`config.mk`:
```
export PLATFORM = sky130hd
export DESIGN_NAME = uart_tx_fifo
export DESIGN_NICKNAME = d
export VERILOG_FILES = /design/src/rtl/uart_tx_fifo.sv
export SDC_FILE = /design/constraint.sdc
export NUM_CORES = 1
export LEC_CHECK = 0
export CORE_MARGIN = 2
export CORE_UTILIZATION = 64
export CTS_CLUSTER_DIAMETER = 50
export CTS_CLUSTER_SIZE = 8
export DETAILED_ROUTE_END_ITERATION = 10
export PLACE_DENSITY = 0.82
export SYNTH_ARGS = -nofsm -noshare
export SYNTH_HDL_FRONTEND = slang
export SYNTH_SLANG_ARGS = --single-unit
```
`constraint.sdc`:
```
create_clock -name clk -period 7.85 [get_ports clk]
set_clock_uncertainty 0.2 [all_clocks]
set_input_delay 1.57 -clock clk [delete_from_list [all_inputs] [get_ports clk]]
set_output_delay 1.57 -clock clk [all_outputs]
set_load 0.05 [all_outputs]
```
`src/rtl/uart_tx_fifo.sv`:
```
// Buffered UART transmitter: byte FIFO feeding a serialiser with per-frame latched
// line configuration, break generation and FIFO status outputs.
module uart_tx_fifo #(
    parameter int CLOCK_DIVISOR_WIDTH = 24,
    parameter int FIFO_ADDR_WIDTH     = 4
) (
    input  logic                           clk,
    input  logic                           rst,
    output logic                           tx,
    input  logic                           enable,
    input  logic [1:0]                     dataBits,
    input  logic                           hasParity,
    input  logic [1:0]                     parityMode,
    input  logic                           extraStopBit,
    input  logic [CLOCK_DIVISOR_WIDTH-1:0] clockDivisor,
    input  logic                           breakReq,
    input  logic [7:0]                     wrData,
    input  logic                           wrValid,
    output logic                           wrReady,
    output logic                           overflow,
    output logic [FIFO_ADDR_WIDTH:0]       level,
    output logic                           busy,
    output logic                           txDone
);

    localparam int DEPTH = 1 << FIFO_ADDR_WIDTH;

    typedef enum logic [2:0] {
        S_IDLE, S_START, S_DATA, S_PARITY, S_STOP, S_BREAK, S_BREAK_END
    } state_t;

    state_t                         r_state;
    logic [7:0]                     r_mem [DEPTH];
    logic [FIFO_ADDR_WIDTH-1:0]     r_wr_ptr;
    logic [FIFO_ADDR_WIDTH-1:0]     r_rd_ptr;
    logic [FIFO_ADDR_WIDTH:0]       r_level;

    logic [7:0]                     r_data;
    logic [2:0]                     r_last_bit;
    logic                           r_has_par;
    logic [1:0]                     r_par_mode;
    logic                           r_extra_stop;
    logic [CLOCK_DIVISOR_WIDTH-1:0] r_div;
    logic [CLOCK_DIVISOR_WIDTH-1:0] r_cnt;
    logic [2:0]                     r_bit_idx;
    logic                           r_second_stop;
    logic                           r_tx;
    logic                           r_done;

    logic                           w_full;
    logic                           w_push;
    logic                           w_pop;
    logic                           w_bit_end;
    logic [7:0]                     w_mask;
    logic                           w_par;

    assign w_full    = (r_level == (FIFO_ADDR_WIDTH+1)'(DEPTH));
    assign w_push    = wrValid && !w_full;
    assign w_pop     = (r_state == S_IDLE) && !breakReq && enable && (r_level != '0);
    assign w_bit_end = (r_cnt == r_div);
    assign w_mask    = 8'hFF >> (3'd3 - {1'b0, dataBits});

    // Unused high data bits are cleared at pop, so parity is a plain reduction.
    always_comb begin
        w_par = 1'b0;
        case (r_par_mode)
            2'b00:   w_par = 1'b0;
            2'b11:   w_par = 1'b1;
            2'b10:   w_par = ^r_data;
            default: w_par = ~^r_data;
        endcase
    end

    assign tx       = r_tx;
    assign txDone   = r_done;
    assign busy     = (r_state != S_IDLE);
    assign wrReady  = !w_full;
    assign overflow = wrValid && w_full;
    assign level    = r_level;

    always_ff @(posedge clk) begin
        if (w_push)
            r_mem[r_wr_ptr] <= wrData;
    end

    always_ff @(posedge clk) begin
        if (rst) begin
            r_wr_ptr <= '0;
            r_rd_ptr <= '0;
            r_level  <= '0;
        end else begin
            if (w_push)
                r_wr_ptr <= r_wr_ptr + 1'b1;
            if (w_pop)
                r_rd_ptr <= r_rd_ptr + 1'b1;
            case ({w_push, w_pop})
                2'b10:   r_level <= r_level + 1'b1;
                2'b01:   r_level <= r_level - 1'b1;
                default: r_level <= r_level;
            endcase
        end
    end

    always_ff @(posedge clk) begin
        if (rst) begin
            r_state       <= S_IDLE;
            r_tx          <= 1'b1;
            r_done        <= 1'b0;
            r_cnt         <= '0;
            r_div         <= '0;
            r_bit_idx     <= '0;
            r_second_stop <= 1'b0;
            r_data        <= '0;
            r_last_bit    <= '0;
            r_has_par     <= 1'b0;
            r_par_mode    <= '0;
            r_extra_stop  <= 1'b0;
        end else begin
            r_done <= 1'b0;
            // Bit-period counter free-runs 0..D; IDLE and BREAK hold it at zero.
            if (w_bit_end)
                r_cnt <= '0;
            else
                r_cnt <= r_cnt + 1'b1;

            case (r_state)
                S_IDLE: begin
                    r_tx  <= 1'b1;
                    r_cnt <= '0;
                    if (breakReq) begin
                        r_state <= S_BREAK;
                        r_tx    <= 1'b0;
                    end else if (w_pop) begin
                        r_data       <= r_mem[r_rd_ptr] & w_mask;
                        r_last_bit   <= {1'b0, dataBits} + 3'd4;
                        r_has_par    <= hasParity;
                        r_par_mode   <= parityMode;
                        r_extra_stop <= extraStopBit;
                        r_div        <= clockDivisor;
                        r_tx         <= 1'b0;
                        r_state      <= S_START;
                    end
                end
                S_START: begin
                    if (w_bit_end) begin
                        r_state   <= S_DATA;
                        r_bit_idx <= '0;
                        r_tx      <= r_data[0];
                    end
                end
                S_DATA: begin
                    if (w_bit_end) begin
                        if (r_bit_idx == r_last_bit) begin
                            r_second_stop <= 1'b0;
                            if (r_has_par) begin
                                r_state <= S_PARITY;
                                r_tx    <= w_par;
                            end else begin
                                r_state <= S_STOP;
                                r_tx    <= 1'b1;
                            end
                        end else begin
                            r_bit_idx <= r_bit_idx + 1'b1;
                            r_tx      <= r_data[r_bit_idx + 3'd1];
                        end
                    end
                end
                S_PARITY: begin
                    if (w_bit_end) begin
                        r_state       <= S_STOP;
                        r_second_stop <= 1'b0;
                        r_tx          <= 1'b1;
                    end
                end
                S_STOP: begin
                    if (w_bit_end) begin
                        if (r_extra_stop && !r_second_stop) begin
                            r_second_stop <= 1'b1;
                        end else begin
                            r_state <= S_IDLE;
                            r_done  <= 1'b1;
                        end
                    end
                end
                S_BREAK: begin
                    r_cnt <= '0;
                    if (!breakReq) begin
                        r_state <= S_BREAK_END;
                        r_div   <= clockDivisor;
                        r_tx    <= 1'b1;
                    end
                end
                S_BREAK_END: begin
                    if (w_bit_end)
                        r_state <= S_IDLE;
                end
                default: begin
                    r_state <= S_IDLE;
                    r_tx    <= 1'b1;
                end
            endcase
        end
    end

endmodule

```
==> metrics.yaml <==
ant_nets: 0
drt_iter0_drc: 560
htreeDepth: 1
critical_path_class: "in -> reg"
drive_above_1_share: 0.1194
dieHeight_um: 123.8
finalPower_uw: 2935
reg2reg_from: "level[1]$_SDFFE_PP0P_"
hold_path_depth: 2
synth-seq-cells: 217
die_x_um: 123.8
switching_share: 0.2616
final_cells: 934
grt_util_all_layers: 0.2592
wl_per_cell_um: 20.10
layout_min_cycle_time_ns: 4.856
fin_ws_ns: 2.994
finalSetupTns_ns: 0
yosysSeqAreaShare: 0.6128
finalCritPeriodShare: 0.6187
path_delay_family: "simple AND/OR/NAND/NOR gates"
power-per-cell-area_nw_per_um2: 276.9
synth_edf_count: 128
power_frac_clock: 0.401
slowest_stage: "clkdlybuf4s50_1"
cpPeakStageDelay_ns: 0.49
drc: 0
relSlewSlack: 0.1393
io_pins: 53
dp.cells: 883
synth_area_leaders: "edfxtp_1, dfxtp_1, mux4_2, xnor2_1, nor2_1"
synthTopCellsByCount: "edfxtp_1, dfxtp_1, nor2_1, nand2_1, xnor2_1"
cap_violations: 0
num_rows: 43
synth_cell_types: 50
fillers: 801
combPwrFrac: 0.154
cts_sinks: 217
r2r-end: "level[4]$_SDFFE_PP0P_"
antenna_found_initial: 0
cts_tree: "yes"
vias_per_cell: 5.968
yosysTopAreaCell: "edfxtp_1"
globalplace.congestion: 0.8800
hold_buffers: 0
hold_viol: 0
n_antenna_cell: 0
r2r_slack_ns: 3.67
leakagePower_uw: 0.003480
ys_warn_count: 0
synth_area_per_cell_sq_um: 13.42
syn_inst: 684
ys.flop_type: "edfxtp_1"
post-cts-setup-buffers: 0
grt_pass1_wl_um: 29970
dp_slack_ns: 2.546
status: "completed"
setup_viol_count_final: 0
crit_path_end: "level[4]$_SDFFE_PP0P_"
clk_latency_ns: 0.54
grt_max_degree: 63
firstDrtPassIters: 6
root_buffer: "clkbuf_16"
cp_max_fo: 21
seqCellArea_sq_um: 5627
path_clk_slew_ns: 0.05
p_seq_frac: 0.444
start_util: 0.6588
cp-start-kind: "input port"
cp_num_cells: 13
p_int_uw: 2167
synthesis.area_sq_um: 9180
timing.fmax_mhz: 205.9
dieArea_sq_um: 15320
num_vias: 5574
routed_wl_um: 18780
core_sq_um: 13930
synth_top_area_share: 0.4187
required_ns: 8.11
worstMarginPinSlew_ns: 1.281
finalMaxSlewViolations: 0
grt_pass1_vias: 5671
cts_buffers: 31
rr_worst_depth: 13
grt_overflow: 0
syn-num-nets: 738
ys_async_sr_fraction: 0
io_buffers: 52
dpl.hpwl_um: 12030
ir_drop_v: 0.0002093
areaGrowthSynthToFinish_pct: 15.46
worstPathArrival_ns: 5.11
clockBufferDepth: 3
worstSetupStartpoint: "breakReq"
grt_setup_unrepaired: "no"
hold_class: "reg -> reg"
p_sw_uw: 767.9
path_cells: "clkdlybuf4s50_1 -> nor3_1 -> nand2b_1 -> inv_2 -> ha_1 -> xor2_1 -> ha_1 -> a21boi_0 -> o22a_1 -> a21oi_1 -> xor2_1 -> or3_1 -> a21oi_1"
yosysMostFrequentCell: "edfxtp_1"
end_kind: "flop"
ctsResizeCount: 0
fin_nets: 790
multi_input_area_sq_um: 3269
critPathBufInv: 2
-- through the flow --
stage	hold WS, ns	utilization	cell area [sq um]
floorplan	0.2357	-	9180
global placement	0.2449	0.6980	9727
detailed placement	0.2546	0.6980	9727
CTS	0.2615	0.7606	10600
global route	0.2902	0.7606	10600
finish	0.2608	0.7606	10600
-- cell type report --
class                      instances  area share
sequential                       217      0.5309
clock inverter                     2    0.002715
inverter                          14    0.004958
clock buffer                      49     0.07957
tap                              180     0.02125
multi-input combinational        415      0.3085
timing repair buffer              57     0.05218
-- cell usage in the layout, fill, tap and decap left out, types with 2 or more instances in the layout --
cell type	Yosys	layout
nor3_1	8	8
dfxtp_1	89	88
nor4_1	3	3
clkbuf_16	0	31
a211oi_1	3	3
and3_1	5	5
clkdlybuf4s50_1	0	51
and4_1	2	2
a211o_1	2	2
or3_1	3	3
or2_2	2	2
nand3_1	14	14
ha_1	11	11
or3b_2	2	2
xnor2_1	44	44
xor2_1	24	24
a21oi_1	32	32
nor2b_1	3	3
nand4_1	14	14
o41ai_1	2	2
mux4_2	42	42
nor2_1	86	86
buf_4	0	5
a31oi_1	3	3
inv_1	13	13
nand2_1	51	51
mux2i_1	27	27
o21ai_0	5	5
nand2b_1	5	5
edfxtp_1	128	128
and2_1	4	4
clkbuf_1	16	18
o211ai_1	2	2
a2111oi_0	2	2
-- layer usage --
layer,GRT usage,vias up,routed length [um]
li1,-,2594,-
met1,0.3340,2741,7733
met2,0.4578,199,9669
met3,0.04304,40,973
met4,0.07102,0,399
met5,0,-,0
-- worst min path at each step --
stage,from,to
2_1_floorplan,r_par_mode[1]$_SDFFE_PP0P_,r_par_mode[1]$_SDFFE_PP0P_
3_3_place_gp,r_par_mode[1]$_SDFFE_PP0P_,r_par_mode[1]$_SDFFE_PP0P_
3_5_place_dp,r_par_mode[0]$_SDFFE_PP0P_,r_par_mode[0]$_SDFFE_PP0P_
4_1_cts,r_par_mode[0]$_SDFFE_PP0P_,r_par_mode[0]$_SDFFE_PP0P_
5_1_grt,r_par_mode[0]$_SDFFE_PP0P_,r_par_mode[0]$_SDFFE_PP0P_
6_report,r_par_mode[0]$_SDFFE_PP0P_,r_par_mode[0]$_SDFFE_PP0P_
-- power groups by stage --
stage               clock [uW]  combinational, uW  sequential, uW
global placement             0                434            1320
finish                    1180                453            1300
CTS                       1200                453            1300
detailed placement           0                447            1320
floorplan                    0                352            1320
global route              1240                496            1310
-- state kept, by name, indices dropped and copies added, names as in the netlist, 2 cells and up, named ones only --
register and cells:
r_cnt 24, r_data 8, r_wr_ptr 4, r_div 24, r_mem 128, level 5, r_bit_idx 3, r_rd_ptr 4
r_last_bit 3, r_par_mode 2, r_state 3
-- kinds of logic after synthesis --
kind of cell | share of synthesized area
AO/OA/AOI/OAI | 0.04416
XOR/XNOR | 0.06488
adder cells (fa/ha/maj) | 0.01499
buffers and inverters | 0.03107
flip-flops | 0.6128
multiplexers | 0.1325
AND/OR/NAND/NOR | 0.09963
-- worst min-delay path, delay by kind of cell, from the launching register on --
family,cells,cell delay [ns]
and+or+nand+nor,1,0.05
DFF,1,0.30
AOI/OAI and AO/OA,1,0.06
(Power assumes the default switching activity.)
==> patch, RTL diff (config.mk and constraints unchanged) <==
Reset style: asynchronous (`rst`), changed in 2 clocked blocks.
--- a/src/rtl/uart_tx_fifo.sv
+++ b/src/rtl/uart_tx_fifo.sv
@@ -83,7 +83,7 @@
             r_mem[r_wr_ptr] <= wrData;
     end
 
-    always_ff @(posedge clk) begin
+    always_ff @(posedge clk or posedge rst) begin
         if (rst) begin
             r_wr_ptr <= '0;
             r_rd_ptr <= '0;
@@ -101,7 +101,7 @@
         end
     end
 
-    always_ff @(posedge clk) begin
+    always_ff @(posedge clk or posedge rst) begin
         if (rst) begin
             r_state       <= S_IDLE;
             r_tx          <= 1'b1;
Formal check against the unedited RTL: differs if rst is asserted again (counterexample within 4 cycles, from zero or initial values and one cycle with rst high); with rst held inactive, the same outputs for 4 cycles.
==> patch against the original RTL <==
Routed wire length grew 4.5%; synthesized area grew 1.9%; synthesized cell count is 9.2% lower; final area is 2.9% higher; sequential cell count is 4 lower; critical endpoint is now level[4]$_DFFE_PP0P_; worst hold slack better by 0.025 ns; worst setup slack better by 0.12 ns.
Power is not compared: it rests on default switching activity, and its combinational part moved more than twofold at a synthesized area within 25%.
==> patch: results (changes against the original RTL) <==
multiplexer share of the synthesized area=14.31% (+1.1 points); status=finished clean; Setup WS pre-CTS=2.632 ns (+0.08676 ns); Synth Area in Adders=1.471% (-0.028 points); XOR/XNOR Fraction of Synth Area=6.647% (+0.16 points); clock network area share=7.919% (-0.31 points); crit-path max cell delay=0.69 ns (+0.20 ns); r2r setup slk=3.56 ns (-0.11 ns); drt pass-1 iters=5 (-1); Slew HR=37.19% (+23 points); Endpoint, Worst Hold=r_par_mode[1]$_DFFE_PP0P_; Crit Path Max Fanout=19 (-9.5%); comb_multi_in=368 (-11%); share of cells above drive strength 1=17.40% (+5.5 points); Final Wtd Congestion=0.8251 (-6.2%); main area contributors after synthesis=edfxtp_1, dfrtp_1, mux4_2; crit path capture=level[4]$_DFFE_PP0P_; Num CTS Buffers=30 (-3.2%); Initial DRC Count=523 (-6.6%); first-pass GRT wire length=31790 um (+6.1%); non-clock buffer count=60 (+5.3%); cell total after placement=837 (-5.2%); Sequential cell area=0.005974 mm^2 (+6.2%); total track usage=26.19% (+0.27 points); Layout fillers=821 (+2.5%); worst hold slack=0.2860 ns (+0.02512 ns); sequential area share after synthesis=63.84% (+2.6 points); Worst EP arrival=4.95 ns (-0.16 ns); Multi-input gate area=0.003207 mm^2 (-1.9%); sequential cell count=213 (-1.8%); syn_nets=675 (-8.5%); delay-heaviest family, CP=buffers and inverters; Synth cell types=60 (+20%); inverters=12 (-2); Hold Path Origin=r_par_mode[1]$_DFFE_PP0P_; area fraction in compound gates after synthesis=3.063% (-1.4 points); Min Clock Period, post-route=4.741 ns (-0.1152 ns); CP max stage cell=or3_1; largest net degree at the start of global routing=47 (-25%); DR vias/cell=6.061 (+1.6%); commonest cells in the netlist=edfxtp_1, dfrtp_1, nand2_1; Non-Filler Instances=891 (-4.6%); placed instance area=0.01004 mm^2 (+3.2%); Layout non-clock buf frac=5.325% (+0.11 points)
==> patch: cell types whose count changed after synthesis, sizes merged, moves of 8 or more <==
cell,delta
mux2,+27
nand2,+11
dfrtp,+84
xnor2,-22
xor2,+25
clkbuf,-8
nor2,-35
mux2i,-23
a21oi,-25
dfxtp,-89
==> patch: routing by layer <==
layer | vias up | GRT usage, % | wire [um] | part of all wire (%)
met1 | 2738 | 35.20 | 7827 | 40
met4 | 0 | 8.824 | 447 | 2.3
met5 | - | 0 | 0 | 0
met3 | 36 | 4.940 | 1250 | 6.4
li1 | 2419 | - | - | -
met2 | 207 | 44.01 | 10100 | 51
==> patch: power by group <==
group	switching [mW]	internal, mW
combinational	0.535	0.536
sequential	0.228	1.41
clock	0.457	0.719
==> patch: worst min-delay path, cell delays in order (launching register included) <==
cell and delay (ns):
dfrtp_1 0.34, nand2_1 0.05, nand2_1 0.06
